File: src/rtl/music_sequencer.sv
`default_nettype none
// ============================================================================
// Module   : music_sequencer
// Purpose  : Steps through the intro/body/outro sections on quarter-beat ticks
//            and muxes the matching ROM tone. Define NOTE_GAP_EN to silence
//            the tail of every beat.
// Revision : 1.0
// ============================================================================
module music_sequencer #(
    parameter int          BEAT_DIV  = 12500000,
    parameter int          INTRO_LEN = 64,
    parameter int          BODY_LEN  = 128,
    parameter int          OUTRO_LEN = 64,
    parameter logic [31:0] SILENCE   = 32'd20000
) (
    input  logic        clk,
    input  logic        rst,
    input  logic        start,
    input  logic        stop,
    input  logic        pause,
    input  logic        loop_en,
    input  logic [31:0] tone_intro,
    input  logic [31:0] tone_body,
    input  logic [31:0] tone_outro,
    output logic [7:0]  beat_num,
    output logic [1:0]  section,
    output logic [31:0] tone,
    output logic        playing,
    output logic        done
);

    localparam logic [1:0] c_IDLE  = 2'd0;
    localparam logic [1:0] c_INTRO = 2'd1;
    localparam logic [1:0] c_BODY  = 2'd2;
    localparam logic [1:0] c_OUTRO = 2'd3;

    localparam int                 c_DIV_W      = $clog2(BEAT_DIV);
    localparam logic [c_DIV_W-1:0] c_DIV_LAST   = c_DIV_W'(BEAT_DIV - 1);
    localparam logic [7:0]         c_INTRO_LAST = 8'(INTRO_LEN - 1);
    localparam logic [7:0]         c_BODY_LAST  = 8'(BODY_LEN - 1);
    localparam logic [7:0]         c_OUTRO_LAST = 8'(OUTRO_LEN - 1);

    logic [1:0]         r_section;
    logic [7:0]         r_beat;
    logic [c_DIV_W-1:0] r_div;
    logic               r_done;

    logic w_run;
    logic w_tick;
    logic w_last;
    logic w_gap;

    assign w_run  = (r_section != c_IDLE) && !pause;
    assign w_tick = w_run && (r_div == c_DIV_LAST);

    always_comb begin
        w_last = 1'b0;
        case (r_section)
            c_INTRO: w_last = (r_beat == c_INTRO_LAST);
            c_BODY:  w_last = (r_beat == c_BODY_LAST);
            c_OUTRO: w_last = (r_beat == c_OUTRO_LAST);
            default: w_last = 1'b0;
        endcase
    end

`ifdef NOTE_GAP_EN
    // Gap covers the last eighth of the beat, never less than one cycle.
    localparam int                 c_GAP_LEN   = (BEAT_DIV / 8 > 0) ? BEAT_DIV / 8 : 1;
    localparam logic [c_DIV_W-1:0] c_GAP_START = c_DIV_W'(BEAT_DIV - c_GAP_LEN);
    assign w_gap = (r_div >= c_GAP_START);
`else
    assign w_gap = 1'b0;
`endif

    always_ff @(posedge clk or posedge rst) begin
        if (rst) begin
            r_section <= c_IDLE;
            r_beat    <= 8'd0;
            r_div     <= '0;
            r_done    <= 1'b0;
        end else begin
            r_done <= 1'b0;
            if (stop) begin
                r_section <= c_IDLE;
                r_beat    <= 8'd0;
                r_div     <= '0;
            end else if (start && (r_section == c_IDLE)) begin
                r_section <= c_INTRO;
                r_beat    <= 8'd0;
                r_div     <= '0;
            end else if (w_tick) begin
                r_div <= '0;
                if (w_last) begin
                    r_beat <= 8'd0;
                    case (r_section)
                        c_INTRO: r_section <= c_BODY;
                        c_BODY:  r_section <= loop_en ? c_BODY : c_OUTRO;
                        default: begin
                            r_section <= c_IDLE;
                            r_done    <= 1'b1;
                        end
                    endcase
                end else begin
                    r_beat <= r_beat + 8'd1;
                end
            end else if (w_run) begin
                r_div <= r_div + 1'b1;
            end
        end
    end

    always_comb begin
        tone = SILENCE;
        if (w_run && !w_gap) begin
            case (r_section)
                c_INTRO: tone = tone_intro;
                c_BODY:  tone = tone_body;
                c_OUTRO: tone = tone_outro;
                default: tone = SILENCE;
            endcase
        end
    end

    assign beat_num = r_beat;
    assign section  = r_section;
    assign playing  = (r_section != c_IDLE);
    assign done     = r_done;

endmodule
`default_nettype wire

File: config.mk
export PLATFORM = sky130hd
export DESIGN_NAME = music_sequencer
export DESIGN_NICKNAME = d
export VERILOG_FILES = /design/src/rtl/music_sequencer.sv
export SDC_FILE = /design/constraint.sdc
export NUM_CORES = 1
export LEC_CHECK = 0
export BUFFER_PORTS_ARGS = -buffer_cell sky130_fd_sc_hd__buf_2
export CORE_UTILIZATION = 47
export CTS_CLUSTER_SIZE = 28
export DETAILED_ROUTE_END_ITERATION = 7
export HOLD_SLACK_MARGIN = 0.03
export PLACE_DENSITY_LB_ADDON = 0.08
export SETUP_SLACK_MARGIN = 0.05
export SLEW_MARGIN = 20
export SYNTH_ARGS = -nofsm -noshare
export SYNTH_HDL_FRONTEND = slang
export SYNTH_SLANG_ARGS = --single-unit
File: constraint.sdc
create_clock -name clk -period 3.23 [get_ports clk]
set_clock_uncertainty 0.2 [all_clocks]
set_input_delay 0.323 -clock clk [delete_from_list [all_inputs] [get_ports clk]]
set_output_delay 0.323 -clock clk [all_outputs]
set_load 0.02 [all_outputs]
=== After elaboration in Yosys (flattened, before gate mapping) ===
Index checks and enable logic that the tools add are counted.

* Add/subtract/negate cells: 2
* Reduce and logical (&&, ||, !) cells: 12
* Muxes and demuxes: 22
* Equal/unequal tests: 6

{| class="wikitable"
|+ Operators with widths
! kind !! number
|-
| $mux 24 || 4
|-
| $pmux 32 s3 || 1
|-
| $mux 32 || 1
|-
| $mux 8 || 4
|-
| $add 24x1->24 const B || 1
|-
| $eq 24x24->1 const B || 1
|-
| $add 8x1->8 const B || 1
|-
| $eq 8x6->1 const B || 1
|-
| $eq 8x7->1 const B || 1
|-
| $mux 2 || 4
|-
| $mux 1 || 6
|-
| $reduce_bool 3->1 || 2
|-
| $eq 2x2->1 const B || 2
|-
| $pmux 2 s2 || 1
|-
| $reduce_bool 4->1 || 1
|-
| $reduce_or 2->1 || 2
|-
| $logic_and 1x1->1 || 3
|-
| $eq 2x1->1 const B || 1
|-
| $logic_not 2->1 || 1
|-
| $pmux 1 s2 || 1
|-
| $reduce_and 2->1 || 1
|-
| $reduce_bool 2->1 || 1
|-
| $logic_not 1->1 || 1
|}

* Logic and storage cells: 46
* Bits of input ports: 102
* Flip-flop bits (word level): 35

=== Longest topological paths before layout ===
Gate-level depths: netlist of run 1.

* Depth after elaboration: 7
* Gate-level depth with buffers: 8
* Gate-level depth less buffers: 7

=== Worst setup path before layout of run 1 ===
OpenSTA, ideal clock, no wires.

* Kind: register -> output
* Start point: register r_section[0] (netlist: section[0])
* End point: output tone[12]
* Setup slack: 0.733 ns
* Stages on the path, launching flop included: 7
* Data required time: 2.707 ns
* Data arrival time: 1.974 ns
* Path through: dfrtp_1 > inv_1 > ha_1 > or3_1 > clkbuf_1 > clkbuf_1 > nor2_1

* Longest elaborated chain between the ends: 3

{| class="wikitable"
|+ RTL lines
! element !! line !! RTL
|-
| start: declaration || 43 || <nowiki>logic [1:0] r_section;</nowiki>
|-
| start signal: assignment || 77 || <nowiki>r_section <= c_IDLE;</nowiki>
|-
| start signal: assignment || 84 || <nowiki>r_section <= c_IDLE;</nowiki>
|-
| start signal: assignment || 88 || <nowiki>r_section <= c_INTRO;</nowiki>
|-
| $eq 2x2->1, or another cell as far along || 115 || <nowiki>case (r_section)</nowiki>
|-
| $pmux 32 s3 or $logic_and 1x1->1 (tied branches) || 115, 53 ||
|-
| $mux 32 (*) || 114 || <nowiki>if (w_run && !w_gap) begin</nowiki>
|-
| end: declaration || 27 || <nowiki>output logic [31:0] tone,</nowiki>
|}

Every way passes the cells marked *; elsewhere a longest branch is shown, timed or not.

=== Worst setup path after layout of run 1 ===
* Start point: register r_section[0] (netlist: section[0])
* End point: output tone[13]

The elaborated chain is that of the path after synthesis.

==> results of run 1 <==
cells by family after synthesis:
| group | synth area share |
|---|---|
| XOR/XNOR | 0.0752 |
| adder cells (fa/ha/maj) | 0.0358 |
| AO/OA/AOI/OAI | 0.181 |
| flip-flops | 0.358 |
| buffers and inverters | 0.0384 |
| multiplexers | 0.0205 |
| AND/OR/NAND/NOR | 0.291 |
registers in the layout, indices dropped and copies added, names as in the netlist:
| name | flops |
|---|---|
| beat_num | 8 |
| section | 2 |
| r_div | 24 |
| done | 1 |
synth_stat cells:
cell type	n	area share
sky130_fd_sc_hd__nand4_2	1	0.0051
sky130_fd_sc_hd__mux2i_1	5	0.020
sky130_fd_sc_hd__xor2_1	4	0.014
sky130_fd_sc_hd__or3_1	6	0.015
sky130_fd_sc_hd__xnor2_1	17	0.061
sky130_fd_sc_hd__nor2_1	59	0.091
sky130_fd_sc_hd__nand2_1	18	0.028
sky130_fd_sc_hd__or4_4	1	0.0046
sky130_fd_sc_hd__o41ai_1	1	0.0036
sky130_fd_sc_hd__and4bb_2	1	0.0051
sky130_fd_sc_hd__and3_2	1	0.0031
sky130_fd_sc_hd__nor4_4	1	0.0087
sky130_fd_sc_hd__and3_1	2	0.0051
sky130_fd_sc_hd__clkbuf_1	13	0.020
sky130_fd_sc_hd__nor3b_4	1	0.0077
sky130_fd_sc_hd__nand4_1	5	0.013
sky130_fd_sc_hd__nand2b_1	2	0.0051
sky130_fd_sc_hd__o21ai_0	11	0.023
sky130_fd_sc_hd__nor2_4	1	0.0046
sky130_fd_sc_hd__o21ai_2	1	0.0036
sky130_fd_sc_hd__nand3_1	11	0.023
sky130_fd_sc_hd__ha_1	7	0.036
sky130_fd_sc_hd__nand4_4	1	0.0087
sky130_fd_sc_hd__nor3_4	1	0.0067
sky130_fd_sc_hd__and4_1	4	0.014
sky130_fd_sc_hd__nor4_2	2	0.010
sky130_fd_sc_hd__o21a_1	1	0.0031
sky130_fd_sc_hd__a21oi_1	7	0.014
sky130_fd_sc_hd__o211ai_1	1	0.0031
sky130_fd_sc_hd__buf_2	3	0.0061
sky130_fd_sc_hd__nor2b_1	1	0.0026
sky130_fd_sc_hd__nor3_1	11	0.023
sky130_fd_sc_hd__dfrtp_1	35	0.36
sky130_fd_sc_hd__nor4_1	1	0.0026
sky130_fd_sc_hd__or2_2	2	0.0051
sky130_fd_sc_hd__inv_1	8	0.012
sky130_fd_sc_hd__a222oi_1	32	0.13
worst max-delay path, cell delays in order, from the launching register on:
cell and delay (ns):
sky130_fd_sc_hd__dfrtp_1 0.47, sky130_fd_sc_hd__inv_1 0.14, sky130_fd_sc_hd__ha_1 0.33, sky130_fd_sc_hd__or3_1 0.71
sky130_fd_sc_hd__nor2_1 0.25, sky130_fd_sc_hd__buf_2 0.19
layer usage:
layer / wire, um / share of wire / GRT usage
met3: 699 / 0.090 / 0.0718
met1: 3340 / 0.43 / 0.373
met5: 0 / 0 / 0
met2: 3540 / 0.46 / 0.476
met4: 179 / 0.023 / 0.0940
metrics by stage:
step | total power [uW] | hold slack [ns] | util | area, um^2
2_1_floorplan | 543 | 0.247 | - | 2440
4_1_cts | 1100 | 0.0961 | 0.695 | 3370
5_1_grt | 1140 | 0.104 | 0.696 | 3370
6_report | 1100 | 0.0978 | 0.696 | 3380
3_5_place_dp | 636 | 0.243 | 0.666 | 3230
3_3_place_gp | 634 | 0.244 | 0.666 | 3230
final cells by class:
cell class | instances | area, um^2
Multi-Input combinational cell | 220 | 1480
Tap cell | 67 | 83.8
Clock inverter | 2 | 60.1
Inverter | 8 | 30.0
Fill cell | 409 | 1470
Sequential cell | 35 | 876
Clock buffer | 6 | 72.6
Antenna cell | 1 | 2.50
Timing Repair Buffer | 151 | 773
final timing paths:
path,start,to,cells after the start
setup / recovery,section[0],tone[13],5
hold / removal,stop,section[0],2
setup reg to reg,section[0],r_div[17],7
hold reg to reg,beat_num[3],beat_num[3],1
max in group asynchronous,rst,beat_num[7],4
min in group asynchronous,rst,beat_num[0],4
where the power goes:
part	switching, uW	leakage (uW)	total (uW)	internal, uW
Combinational	99.9	0.00103	187	87.2
Clock	157	0.0000654	465	309
Sequential	3.93	0.000488	444	440
Total	261	0.00159	1100	836
cells in the final DEF (no fill, tap or decap), types with 2 or more instances in the layout:
cell,n
sky130_fd_sc_hd__nand2_1,18
sky130_fd_sc_hd__dfrtp_1,35
sky130_fd_sc_hd__inv_1,8
sky130_fd_sc_hd__buf_2,145
sky130_fd_sc_hd__a222oi_1,32
sky130_fd_sc_hd__and3_1,2
sky130_fd_sc_hd__xnor2_1,17
sky130_fd_sc_hd__and4_1,4
sky130_fd_sc_hd__nand4_1,5
sky130_fd_sc_hd__nor2_1,59
sky130_fd_sc_hd__mux2i_1,5
sky130_fd_sc_hd__a21oi_1,7
sky130_fd_sc_hd__or2_2,2
sky130_fd_sc_hd__o21ai_0,11
sky130_fd_sc_hd__clkbuf_8,5
sky130_fd_sc_hd__nor3_1,11
sky130_fd_sc_hd__ha_1,6
sky130_fd_sc_hd__nor4_2,2
sky130_fd_sc_hd__nand2b_1,2
sky130_fd_sc_hd__buf_4,5
sky130_fd_sc_hd__or3_1,6
sky130_fd_sc_hd__xor2_1,4
sky130_fd_sc_hd__bufinv_16,2
sky130_fd_sc_hd__nand3_1,11
==> impl_metrics.env, run 1 <==
export IMPL_critical_path_required_ns=2.71
export IMPL_die_h_um=74.1
export IMPL_finalSetupViolCount=0
export IMPL_cts_made_buffers=5
export IMPL_power_per_cell_area_nw_per_um2=325
export IMPL_worst_slew_pin_slew_ns=1.08
export IMPL_ant_nets=0
export IMPL_final_layout_size_suffix_gt1_frac=0.408
export IMPL_ctsHoldBuffers=1
export IMPL_synth_ff_latch_count=35
export IMPL_clockBufferDepth=2
export IMPL_initial_core_util=0.504
export IMPL_regToRegSetupSlack_ns=0.53
export IMPL_ys_warn_count=0
export IMPL_route_detailed_vias_per_inst=5.75
export IMPL_unrepaired_setup_endpoints_after_global_routing="no"
export IMPL_worst_endpoint_arrival_ns=2.40
export IMPL_timing_critical_path_to_type="primary output"
export IMPL_smallest_setup_slack_after_layout_ns=0.307
export IMPL_max_cap_violations=0
export IMPL_place_gp_congestion=0.878
export IMPL_timing_slew_headroom=0.283
export IMPL_finalMaxSlewViolations=0
export IMPL_placement_rows=25
export IMPL_drc_errors=0
export IMPL_wire_length_after_detailed_routing_mm=7.76
export IMPL_io_pins=146
export IMPL_drt_iter0_drc=222
export IMPL_avgSynthCellArea_um2=8.76
export IMPL_crit_type="reg2out"
export IMPL_timing_hold_violations_final=0
export IMPL_root_buffer="sky130_fd_sc_hd__clkbuf_8"
export IMPL_p_leak_uw=0.00159
export IMPL_die_area_um2=5490
export IMPL_crit_fanout=27
export IMPL_globalRouteOverflowTotal=0
export IMPL_post_cts_setup_buffer_count=0
export IMPL_synth_lib_cells_used_distinct=37
export IMPL_first_global_vias=2582
export IMPL_placeableCoreArea_um2=4850
export IMPL_hpwl_mm=5.83
export IMPL_tritoncts_num_sinks=35
export IMPL_fin_setup_tns_ns=0
export IMPL_outcome="finished clean"
export IMPL_vias=2818
export IMPL_placed_cells_incl_taps=480
export IMPL_portion_of_the_post_synthesis_area_used_by_sequential_elements=0.358
export IMPL_width_of_the_die_um=74.1
export IMPL_worst_ir_drop_vdd_mv=0.315
export IMPL_globalRouteTotalUtil=0.289
export IMPL_grt_antenna_before_repair=1
export IMPL_pin_count_of_the_biggest_net_entering_global_routing=36
export IMPL_worst_skew_pair_late_latency_ns=0.29
export IMPL_synthesis_area_um2=2440
export IMPL_ctsResizeCount=0
export IMPL_nets=530
export IMPL_pre_cts_ws_ns=0.585
export IMPL_cts_clk_slew_worst_paths_ns=0.07
export IMPL_ctsHtreeMaxLevel=2
export IMPL_wire_length_of_the_first_global_routing_pass_mm=12.0
export IMPL_tritoncts="yes"
export IMPL_wl_per_cell_um=15.8
export IMPL_post_layout_minimum_cycle_time_ns=2.92
export IMPL_part_of_the_cycle_the_worst_path_needs=0.905
export IMPL_drt_pre_antenna_iters=7
export IMPL_fmaxAchievable_mhz=342
export IMPL_syn_to_final_growth_pct=38.1
export IMPL_instances_no_fill=490
export IMPL_mappedNetlistNets=388
export IMPL_critical_path_startpoint_type="flop"
export IMPL_port_buffers=145
export IMPL_worstHoldPathType="in2reg"
export IMPL_synthCells=279
Power figures use the tool's default switching activity.
==> run 2: changes to the inputs <==
--- a/config.mk
+++ b/config.mk
@@ -7,6 +7,6 @@
 export LEC_CHECK = 0
-export BUFFER_PORTS_ARGS = -buffer_cell sky130_fd_sc_hd__buf_2
-export CORE_UTILIZATION = 47
+export CORE_UTILIZATION = 64
 export CTS_CLUSTER_SIZE = 28
 export DETAILED_ROUTE_END_ITERATION = 7
+export DONT_BUFFER_PORTS = 1
 export HOLD_SLACK_MARGIN = 0.03
==> constraint.sdc (replaced) <==
create_clock -name clk -period 3.77 [get_ports clk]
set_clock_uncertainty 0.2 [all_clocks]
set_input_delay 0.1885 -clock clk [delete_from_list [all_inputs] [get_ports clk]]
set_output_delay 0.1885 -clock clk [all_outputs]
set_load 0.02 [all_outputs]
==> run 2 against run 1 <==
Net effect:
- register-to-register slack improved by 0.08 ns
- hold slack got worse by 0.042 ns
- die area fell by 26%
- sequential power fell by 14%
- largest power group is now registers
- critical path depth rose by 3
- critical path type is now reg2reg
- wire length fell by 9.1%
- cell count fell by 33%
- global-route usage rose by 5.7 points
- first-iteration DRC count rose by 45%
- clock-buffer cell count rose by 1
- via count fell by 18%
- sequential cell count did not move
==> impl_metrics.env, run 2 (synthesis gave the netlist of run 1 again) <==
export IMPL_outcome="finished clean"
export IMPL_regToRegStartpoint="section[0]"
export IMPL_placed_cells_incl_taps=314
export IMPL_timing_critical_path_to_type="flop"
export IMPL_initial_core_util=0.668
export IMPL_finalMaxSlewViolations=0
export IMPL_hpwl_mm=5.40
export IMPL_finalSetupViolCount=0
export IMPL_fillCellCount=307
export IMPL_largest_reg_flops=24
export IMPL_unrepaired_setup_endpoints_after_global_routing="no"
export IMPL_cts_clk_slew_worst_paths_ns=0.07
export IMPL_timing_slew_headroom=0.268
export IMPL_placement_rows=22
export IMPL_cts_made_buffers=5
export IMPL_die_area_um2=4070
export IMPL_grt_antenna_before_repair=0
export IMPL_critical_path_required_ns=3.73
export IMPL_number_of_stages_on_the_worst_hold_path=3
export IMPL_globalRouteTotalUtil=0.346
export IMPL_layout_commonest_cell="sky130_fd_sc_hd__nor2_1"
export IMPL_width_of_the_die_um=63.8
export IMPL_fin_setup_tns_ns=0
export IMPL_wire_length_after_detailed_routing_mm=7.05
export IMPL_n_antenna_cell=0
export IMPL_part_of_the_cycle_the_worst_path_needs=0.839
export IMPL_crit_type="reg2reg"
export IMPL_power_per_cell_area_nw_per_um2=299
export IMPL_worstHoldPathType="in2reg"
export IMPL_final_cell_area_excluding_filler_cells_um2=2610
export IMPL_crit_fanout=6
export IMPL_critical_path_startpoint_type="flop"
export IMPL_r2r_worst_path_cells=8
export IMPL_ctsHtreeMaxLevel=2
export IMPL_fmaxAchievable_mhz=316
export IMPL_tritoncts="yes"
export IMPL_regToRegSetupSlack_ns=0.61
export IMPL_clockBufferDepth=2
export IMPL_tritoncts_num_sinks=35
export IMPL_instances_no_fill=326
export IMPL_worst_skew_pair_late_latency_ns=0.28
export IMPL_place_gp_congestion=0.857
export IMPL_wl_per_cell_um=21.6
export IMPL_placed_cell_area_um2=2460
export IMPL_nets=386
export IMPL_route_detailed_vias_per_inst=7.11
export IMPL_post_cts_setup_buffer_count=0
export IMPL_die_h_um=63.8
export IMPL_max_cap_violations=0
export IMPL_pin_count_of_the_biggest_net_entering_global_routing=36
export IMPL_worst_ir_drop_vdd_mv=0.195
export IMPL_timing_hold_violations_final=0
export IMPL_wire_length_of_the_first_global_routing_pass_mm=10.6
export IMPL_final_layout_size_suffix_gt1_frac=0.0899
export IMPL_syn_to_final_growth_pct=6.65
export IMPL_worst_r2r_endpoint="section[0]"
export IMPL_first_global_vias=2013
export IMPL_drc_errors=0
export IMPL_layout_core_utilization=0.712
export IMPL_worst_slew_pin_slew_ns=1.10
export IMPL_io_pins=146
export IMPL_root_buffer="sky130_fd_sc_hd__clkbuf_8"
export IMPL_worst_endpoint_arrival_ns=3.12
export IMPL_max_flop_register="r_div"
export IMPL_whs_endpoint="done"
export IMPL_drt_pre_antenna_iters=8
export IMPL_total_power_consumption_of_the_routed_design_uw=780
export IMPL_placeableCoreArea_um2=3660
export IMPL_layout_common_cells="sky130_fd_sc_hd__nor2_1, sky130_fd_sc_hd__dfrtp_1, sky130_fd_sc_hd__a222oi_1"
export IMPL_post_layout_minimum_cycle_time_ns=3.16
export IMPL_worst_hold_startpoint="start"
export IMPL_port_buffers=0
export IMPL_globalRouteOverflowTotal=0
export IMPL_vias=2317
export IMPL_drt_iter0_drc=323
export IMPL_p_leak_uw=0.000951
export IMPL_ant_nets=0
## run 2: timing repair
item                                    CTS  global route
endpoints found under the setup margin    0             0
endpoints found under the hold margin    43             0
hold buffers                              4             0
resized for setup                         0             0
## run 2: how the worst max path moves through the flow
stage,start,end,slack [ns],cells after the start
floorplan,section[0],section[1],1.38,7
global placement,section[0],r_div[3],1.00,7
detailed placement,section[0],r_div[2],0.90,7
CTS,section[0],section[0],0.64,8
global route,section[0],section[0],0.47,8
finish,section[0],section[0],0.61,8
## run 2: critical path, cell delays in order, from the launching register on
cell,delay [ns]
sky130_fd_sc_hd__dfrtp_1,0.60
sky130_fd_sc_hd__inv_1,0.16
sky130_fd_sc_hd__ha_1,0.27
sky130_fd_sc_hd__or2_2,0.30
sky130_fd_sc_hd__or4_4,0.53
sky130_fd_sc_hd__nor3_4,0.19
sky130_fd_sc_hd__or3_1,0.14
sky130_fd_sc_hd__o211ai_1,0.09
sky130_fd_sc_hd__dlygate4sd3_1,0.57
## run 2: metrics by stage
stage          hold WS [ns]  worst slack [ns]
2_1_floorplan         0.113              1.38
3_3_place_gp        0.00307              1.00
3_5_place_dp        0.00980             0.905
4_1_cts              0.0377             0.636
5_1_grt              0.0641             0.467
6_report             0.0561             0.608
## run 2: metal layers
layer  track usage  part of all wire  vias to the layer above
met2         0.537              0.46                      173
met3         0.143              0.14                       20
met1         0.416              0.36                     1079
met4         0.156             0.039                        0
li1              -                 -                     1045
met5             0                 0                        -
## run 2: power by group
group | leakage, uW | internal [uW] | switching, uW | total (uW)
logic | 0.000413 | 34.4 | 63.9 | 98.4
clock network | 0.0000505 | 166 | 133 | 299
registers | 0.000488 | 377 | 5.31 | 382
total | 0.000951 | 578 | 202 | 780
## run 2: area by class of cell
| class | instances | area (um^2) | area share |
|---|---|---|---|
| clock inverters | 1 | 7.51 | 0.00288 |
| clock buffers | 7 | 96.3 | 0.0369 |
| multi-input cells | 220 | 1480 | 0.566 |
| repair buffers | 7 | 62.6 | 0.0240 |
| well taps | 48 | 60.1 | 0.0230 |
| inverters | 8 | 30.0 | 0.0115 |
| flip-flops and latches | 35 | 876 | 0.336 |
